[config.mk]
export PLATFORM = sky130hd
export DESIGN_NAME = instr_decoder_pipe
export DESIGN_NICKNAME = d
export VERILOG_FILES = /design/src/rtl/instr_decoder_pkg.sv /design/src/rtl/decode_skid_buf.sv /design/src/rtl/instr_decoder_pipe.sv
export SDC_FILE = /design/constraint.sdc
export NUM_CORES = 1
export LEC_CHECK = 0
export CAP_MARGIN = 15
export CORE_UTILIZATION = 50
export CTS_CLUSTER_SIZE = 30
export DETAILED_ROUTE_END_ITERATION = 8
export HOLD_SLACK_MARGIN = 0.12
export PLACE_DENSITY = 0.78
export SETUP_SLACK_MARGIN = 0.4
export SYNTH_ARGS = -nofsm -noshare
export SYNTH_HDL_FRONTEND = slang
export SYNTH_SLANG_ARGS = --single-unit
[constraint.sdc]
create_clock -name clock -period 2.5 [get_ports clock]
set_input_delay 0.5 -clock clock [delete_from_list [all_inputs] [get_ports clock]]
set_output_delay 0.5 -clock clock [all_outputs]
set_load 0.02 [all_outputs]
[src/rtl/instr_decoder_pkg.sv]
// Shared definitions for the pipelined instruction decoder.
// Holds the opcode encodings, the EXT-prefix FSM state encoding and helper
// functions that locate the opcode / reg_sel / imm fields inside an
// instruction word of width 3 + REG_W + IMM_W.
package instr_decoder_pkg;

  localparam logic [2:0] OP_ADD = 3'b000;
  localparam logic [2:0] OP_SUB = 3'b001;
  localparam logic [2:0] OP_MUL = 3'b010;
  localparam logic [2:0] OP_DIV = 3'b011;
  localparam logic [2:0] OP_MOD = 3'b100;
  localparam logic [2:0] OP_CMP = 3'b101;
  localparam logic [2:0] OP_NOP = 3'b110;
  localparam logic [2:0] OP_EXT = 3'b111;

  typedef enum logic {
    ST_IDLE    = 1'b0,
    ST_PENDING = 1'b1
  } ext_state_e;

  function automatic int unsigned instr_width(input int unsigned reg_w,
                                              input int unsigned imm_w);
    return 3 + reg_w + imm_w;
  endfunction

  // Opcode occupies the top three bits.
  function automatic int unsigned op_lsb(input int unsigned reg_w, input int unsigned imm_w);
    return reg_w + imm_w;
  endfunction

  // reg_sel sits directly above the immediate.
  function automatic int unsigned reg_lsb(input int unsigned imm_w);
    return imm_w;
  endfunction

endpackage

[src/rtl/decode_skid_buf.sv]
// Generic 2-entry valid/ready skid buffer.
// A main register drives the output; a skid register absorbs one beat when the
// main register is full and not draining. ready_o depends only on registered
// state and en_i, so there is no combinational path from ready_i.
// Ports:
//   clk_i, rst_ni        clock, asynchronous active-low reset
//   en_i                 enable; when low no transfers occur and state holds
//   valid_i/ready_o/data_i   upstream handshake and payload
//   valid_o/ready_i/data_o   downstream handshake and payload
module decode_skid_buf #(
  parameter int unsigned Width = 8
) (
  input  logic             clk_i,
  input  logic             rst_ni,
  input  logic             en_i,
  input  logic             valid_i,
  output logic             ready_o,
  input  logic [Width-1:0] data_i,
  output logic             valid_o,
  input  logic             ready_i,
  output logic [Width-1:0] data_o
);

  logic             main_valid_q, main_valid_d;
  logic             skid_valid_q, skid_valid_d;
  logic [Width-1:0] main_q, main_d;
  logic [Width-1:0] skid_q, skid_d;
  // Keeps ready_o low until the first edge after reset release.
  logic             init_q;
  logic             push, pop;

  assign ready_o = en_i && init_q && !skid_valid_q;
  assign valid_o = en_i && main_valid_q;
  assign data_o  = main_q;

  assign push = valid_i && ready_o;
  assign pop  = valid_o && ready_i;

  always_comb begin
    main_valid_d = main_valid_q;
    skid_valid_d = skid_valid_q;
    main_d       = main_q;
    skid_d       = skid_q;
    if (pop) begin
      if (skid_valid_q) begin
        // ready_o is low while skid is full, so no push can coincide here.
        main_d       = skid_q;
        skid_valid_d = 1'b0;
      end else if (push) begin
        main_d = data_i;
      end else begin
        main_valid_d = 1'b0;
      end
    end else if (push) begin
      if (!main_valid_q) begin
        main_valid_d = 1'b1;
        main_d       = data_i;
      end else begin
        skid_valid_d = 1'b1;
        skid_d       = data_i;
      end
    end
  end

  always_ff @(posedge clk_i or negedge rst_ni) begin
    if (!rst_ni) begin
      main_valid_q <= 1'b0;
      skid_valid_q <= 1'b0;
      main_q       <= '0;
      skid_q       <= '0;
      init_q       <= 1'b0;
    end else begin
      main_valid_q <= main_valid_d;
      skid_valid_q <= skid_valid_d;
      main_q       <= main_d;
      skid_q       <= skid_d;
      init_q       <= 1'b1;
    end
  end

endmodule

[src/rtl/instr_decoder_pipe.sv]
// Pipelined instruction decoder: turns {opcode, reg_sel, imm} instructions into
// ALU control beats behind a 2-entry skid buffer, with an EXT prefix that
// supplies the upper IMM_W bits of the next ALU operand.
// Ports:
//   clock, rst_n (async, active-low), ena (block enable)
//   in_valid/in_ready/instr_in     instruction handshake
//   out_valid/out_ready            beat handshake
//   alu_opcode, operand, reg_sel, alu_enable, write_enable, div_zero  beat fields
//   ext_pending                    an EXT prefix is latched
// Optional (macro INSTR_DECODER_PERF_EN): issue_count, prefix_count, 16-bit
// wrapping counters of output transfers and accepted EXT instructions.
// INSTR_W is derived and must be left at its default.
module instr_decoder_pipe
  import instr_decoder_pkg::*;
#(
  parameter int unsigned REG_W   = 1,
  parameter int unsigned IMM_W   = 4,
  parameter int unsigned INSTR_W = 3 + REG_W + IMM_W
) (
  input  logic                 clock,
  input  logic                 rst_n,
  input  logic                 ena,
  input  logic                 in_valid,
  output logic                 in_ready,
  input  logic [INSTR_W-1:0]   instr_in,
  output logic                 out_valid,
  input  logic                 out_ready,
  output logic [2:0]           alu_opcode,
  output logic [2*IMM_W-1:0]   operand,
  output logic [REG_W-1:0]     reg_sel,
  output logic                 alu_enable,
  output logic                 write_enable,
  output logic                 div_zero,
  output logic                 ext_pending
`ifdef INSTR_DECODER_PERF_EN
  ,
  output logic [15:0]          issue_count,
  output logic [15:0]          prefix_count
`endif
);

  localparam int unsigned OpW    = 2 * IMM_W;
  localparam int unsigned PayW   = 3 + OpW + REG_W + 3;
  localparam int unsigned OpLsb  = op_lsb(REG_W, IMM_W);
  localparam int unsigned RegLsb = reg_lsb(IMM_W);

  logic [2:0]       op;
  logic [REG_W-1:0] rs;
  logic [IMM_W-1:0] imm;
  logic             is_alu, is_ext;
  logic             accept;

  assign op     = instr_in[OpLsb +: 3];
  assign rs     = instr_in[RegLsb +: REG_W];
  assign imm    = instr_in[IMM_W-1:0];
  assign is_alu = (op <= OP_CMP);
  assign is_ext = (op == OP_EXT);
  assign accept = in_valid && in_ready;

  // EXT prefix FSM.
  ext_state_e       state_q, state_d;
  logic [IMM_W-1:0] ext_hi_q, ext_hi_d;

  always_ff @(posedge clock or negedge rst_n) begin
    if (!rst_n) begin
      state_q  <= ST_IDLE;
      ext_hi_q <= '0;
    end else begin
      state_q  <= state_d;
      ext_hi_q <= ext_hi_d;
    end
  end

  always_comb begin
    state_d  = state_q;
    ext_hi_d = ext_hi_q;
    if (accept) begin
      if (is_ext) begin
        state_d  = ST_PENDING;
        ext_hi_d = imm;
      end else begin
        // ALU ops consume the prefix; NOP discards it.
        state_d = ST_IDLE;
      end
    end
  end

  logic [OpW-1:0] operand_new;
  logic           wr_new;
  logic           dz_new;

  always_comb begin
    ext_pending = (state_q == ST_PENDING);
    if (state_q == ST_PENDING) begin
      operand_new = {ext_hi_q, imm};
    end else begin
      operand_new = {{IMM_W{1'b0}}, imm};
    end
    wr_new = (op != OP_CMP);
    dz_new = ((op == OP_DIV) || (op == OP_MOD)) && (operand_new == '0);
  end

  logic [PayW-1:0] pay_in, pay_out;

  assign pay_in = {op, operand_new, rs, 1'b1, wr_new, dz_new};

  decode_skid_buf #(
    .Width (PayW)
  ) u_skid (
    .clk_i   (clock),
    .rst_ni  (rst_n),
    .en_i    (ena),
    .valid_i (in_valid && is_alu),
    .ready_o (in_ready),
    .data_i  (pay_in),
    .valid_o (out_valid),
    .ready_i (out_ready),
    .data_o  (pay_out)
  );

  assign {alu_opcode, operand, reg_sel, alu_enable, write_enable, div_zero} = pay_out;

`ifdef INSTR_DECODER_PERF_EN
  logic [15:0] issue_q, prefix_q;

  always_ff @(posedge clock or negedge rst_n) begin
    if (!rst_n) begin
      issue_q  <= '0;
      prefix_q <= '0;
    end else begin
      if (out_valid && out_ready) issue_q <= issue_q + 16'd1;
      if (accept && is_ext) prefix_q <= prefix_q + 16'd1;
    end
  end

  assign issue_count  = issue_q;
  assign prefix_count = prefix_q;
`endif

endmodule

==> results.md <==
- GRT overflow: 0
- Crit share post-route: 0.8360
- Post-route ant nets: 0
- Compound-Gate Fraction of Synth Area: 0.07777
- Setup Fix Bufs, Post-CTS: 0
- First-pass GRT wire length: 5.706 mm
- Fin crit period: 2.090 ns
- Portion of netlist area occupied by mux cells: 0.1849
- Synthesized-area fraction occupied by xor and xnor cells: 0
- Synthesized area: 0.001705 mm²
- Busiest layer in global routing: met2
- Cells after Synth: around 150
- Routed wire length: around 3.5 mm
- Number of CTS-inserted buffers: 5
- RePlAce Congestion: 0.8121
- Via-per-instance ratio: 5.280
- N_diodes: 0
- Power Dens Cells: 940.9 mW/mm²
- Grt met3 use: 0.06397
- Total Routing Usage GR: 0.2231
- Full die area: 0.003648 mm²
- Final setup viols: 0
- Max_cap viols: 0
- Synth Area in Adders: 0
- CTS tree: built
- Drt first pass iters: 4
- GRT met2 Usage: 0.3721
- Post-synth top area share: 0.5576
- Root Buffer: clkbuf_4
- Vias post-DR: around 1200
- Crit path cell chain: clkdlybuf4s50_1 -> and2_1 -> dlygate4sd2_1
- Hold Path Class: input port to async pin
- Post-Layout Cell Count: ~240
- Largest stage delay, worst path: roughly 0.55 ns
- Leakage: 0.0009938 µW
- Worst-path clk slew: 0.11 ns
- Core Util, Final: 0.6718
- Vias in the first global route: 1224
- Fin nets: around 200
- Clk buf depth: 2
- First-iteration detailed-routing DRC count: 36
- Worst Setup Start Kind: input port
- Initial Utilization: 0.5409
- EDFF count, synth: 0
- Status: finished clean
- Post-synthesis simple-gate area fraction: 0.1541
- Register-to-Register Setup Slack: a little over 0.7 ns
- Row Count: 20
- Synth area leaders: dfrtp_1 (56%), mux2_2 (11%), nand2_1 (10%)
- Met1 GRT Util: 0.2685
- Core Box Area: 0.003153 mm²
- Detailed-route wire length per cell: 14.66 µm
- Post-synthesis sequential area ratio: 0.5576
- Worst VDD drop: 0.6126 mV
- Critical-path maximum fanout: 6
- Placed cell count: 228
- Drc violations: 0
- Slew HR: 0.4523
- Yosys reg bits: 38
- Synth Net Count: 167
- Crit path capture type: output port
- Area delta synth->final: 24.21%
- Largest net degree at the start of global routing: 39
- Total negative slack: 0 ns
- Slew Limit Fails: 0
- Slowest-stage cell, CP: clkdlybuf4s50_1
- Post-Syn Area per Cell: 11.07 µm²
- Slew @ Worst Pin: 0.8215 ns
- Hold slack: between 0.2 and 0.25 ns
- Netlist cell types: 29
- Die H: about 60 µm
- CTS H-tree depth: 2
- Synth cell count leaders: nand2_1 (47), dfrtp_1 (38), mux2_2 (16)
- Port buffer count: 30
- Share of cells above drive strength 1: 0.2135
- WS Path Type: input port to output port
- Largest family of logic cells by synthesized area: multiplexers
- Cell with the most instances after synthesis: nand2_1
- Reg2Reg Depth: 5
- Chip width: 60.40 µm
- Synth Flop Type: dfrtp_1
- Dpl hpwl: 2.515 mm
- Async S/R FF share, synth: 1.000
- CP Data Arrival Time: around 1.6 ns
- Critical Path RT: 2.00 ns
- Final hold vios: 0
- Unrepaired setup endpoints after global routing: no
- Clk_skew: 0.01383 ns
- FMAX: 0.4785 GHz
- Initial antenna violation count: 0
- Yosys warns: 0
- Dominant cell type by area after synthesis: dfrtp_1
- Num ports: 31
- Num Clock Sinks: 38
- Later-pin clock latency in the skew report: 0.35 ns
-- layout by cell type, fill, tap and decap left out, types with 2 or more instances in the layout --
cell type,n
nand2_1,47
nand4_1,2
nand3_1,2
clkdlybuf4s50_1,27
buf_4,6
mux2_2,16
a21oi_1,2
dfrtp_1,38
nand2b_1,2
clkbuf_4,5
a21o_1,2
mux2_4,9
o21ai_0,12
nor2_1,3
-- path summary, 6_finish.rpt --
check	endpoint	start
max reg2reg	ext_hi_q[1]	u_skid.skid_valid_q
min in group clock	u_skid.skid_q[2]	u_skid.skid_q[2]
min	u_skid.data_o[11]	rst_n
max	out_valid	ena
min reg2reg	u_skid.skid_q[2]	u_skid.skid_q[2]
max in group asynchronous	u_skid.init_q	rst_n
-- registers in the layout, indices dropped and copies added, names as in the netlist --
register / flops
ext_hi_q: 4
u_skid.data_o: 15
u_skid.skid_q: 15
u_skid.init_q: 1
u_skid.skid_valid_q: 1
ext_pending: 1
u_skid.main_valid_q: 1
-- worst max-delay path: cells and delay by family --
family,cells,cell delay (ns)
buffers and inverters,2,0.91
AND/OR/NAND/NOR,1,0.18
-- cells by family (layout without fill, tap and decap cells) --
kind of cell           count (synthesis)  in the layout
AO/OA/AOI/OAI                         22             22
buffers and inverters                  7             45
flip-flops                            38             38
multiplexers                          25             25
other                                  1              1
AND/OR/NAND/NOR                       61             61
-- cell type report --
class	instances	area (µm²)
clock buffer	7	55.05
clock inverter	1	5.005
fill	252	1035
inverter	1	3.754
multi-input combinational	109	714.4
sequential	38	950.9
tap	44	55.05
timing repair buffer	36	334.1
-- where the power goes --
group          switching [µW]  internal [µW]  leakage [µW]
Combinational             322            399      0.000478
Clock                     197            136     0.0000353
Sequential                128            811      0.000480
Total                     647           1350      0.000994
-- layer usage --
layer	wire [µm]	up-vias
met5	0	-
li1	-	605
met4	58	0
met3	143	6
met1	1522	606
met2	1735	29
-- metrics by stage --
stage          cell area (µm²)  power (µW)  setup WS (ns)
6_report                  2118        1993         0.4101
5_1_grt                   2118        2090         0.4012
4_1_cts                   2122        2007         0.4076
3_5_place_dp              2064        1676         0.1275
3_3_place_gp              2064        1631         0.1771
2_1_floorplan             1705        1345         0.7894
-- repair_timing --
| item | CTS | global route |
|---|---|---|
| setup endpoints to repair | 2 | 1 |
| resized for setup | 2 | 2 |
| hold buffers | 0 | 0 |
| hold endpoints to repair | 0 | 0 |
Power figures use the tool's default switching activity.
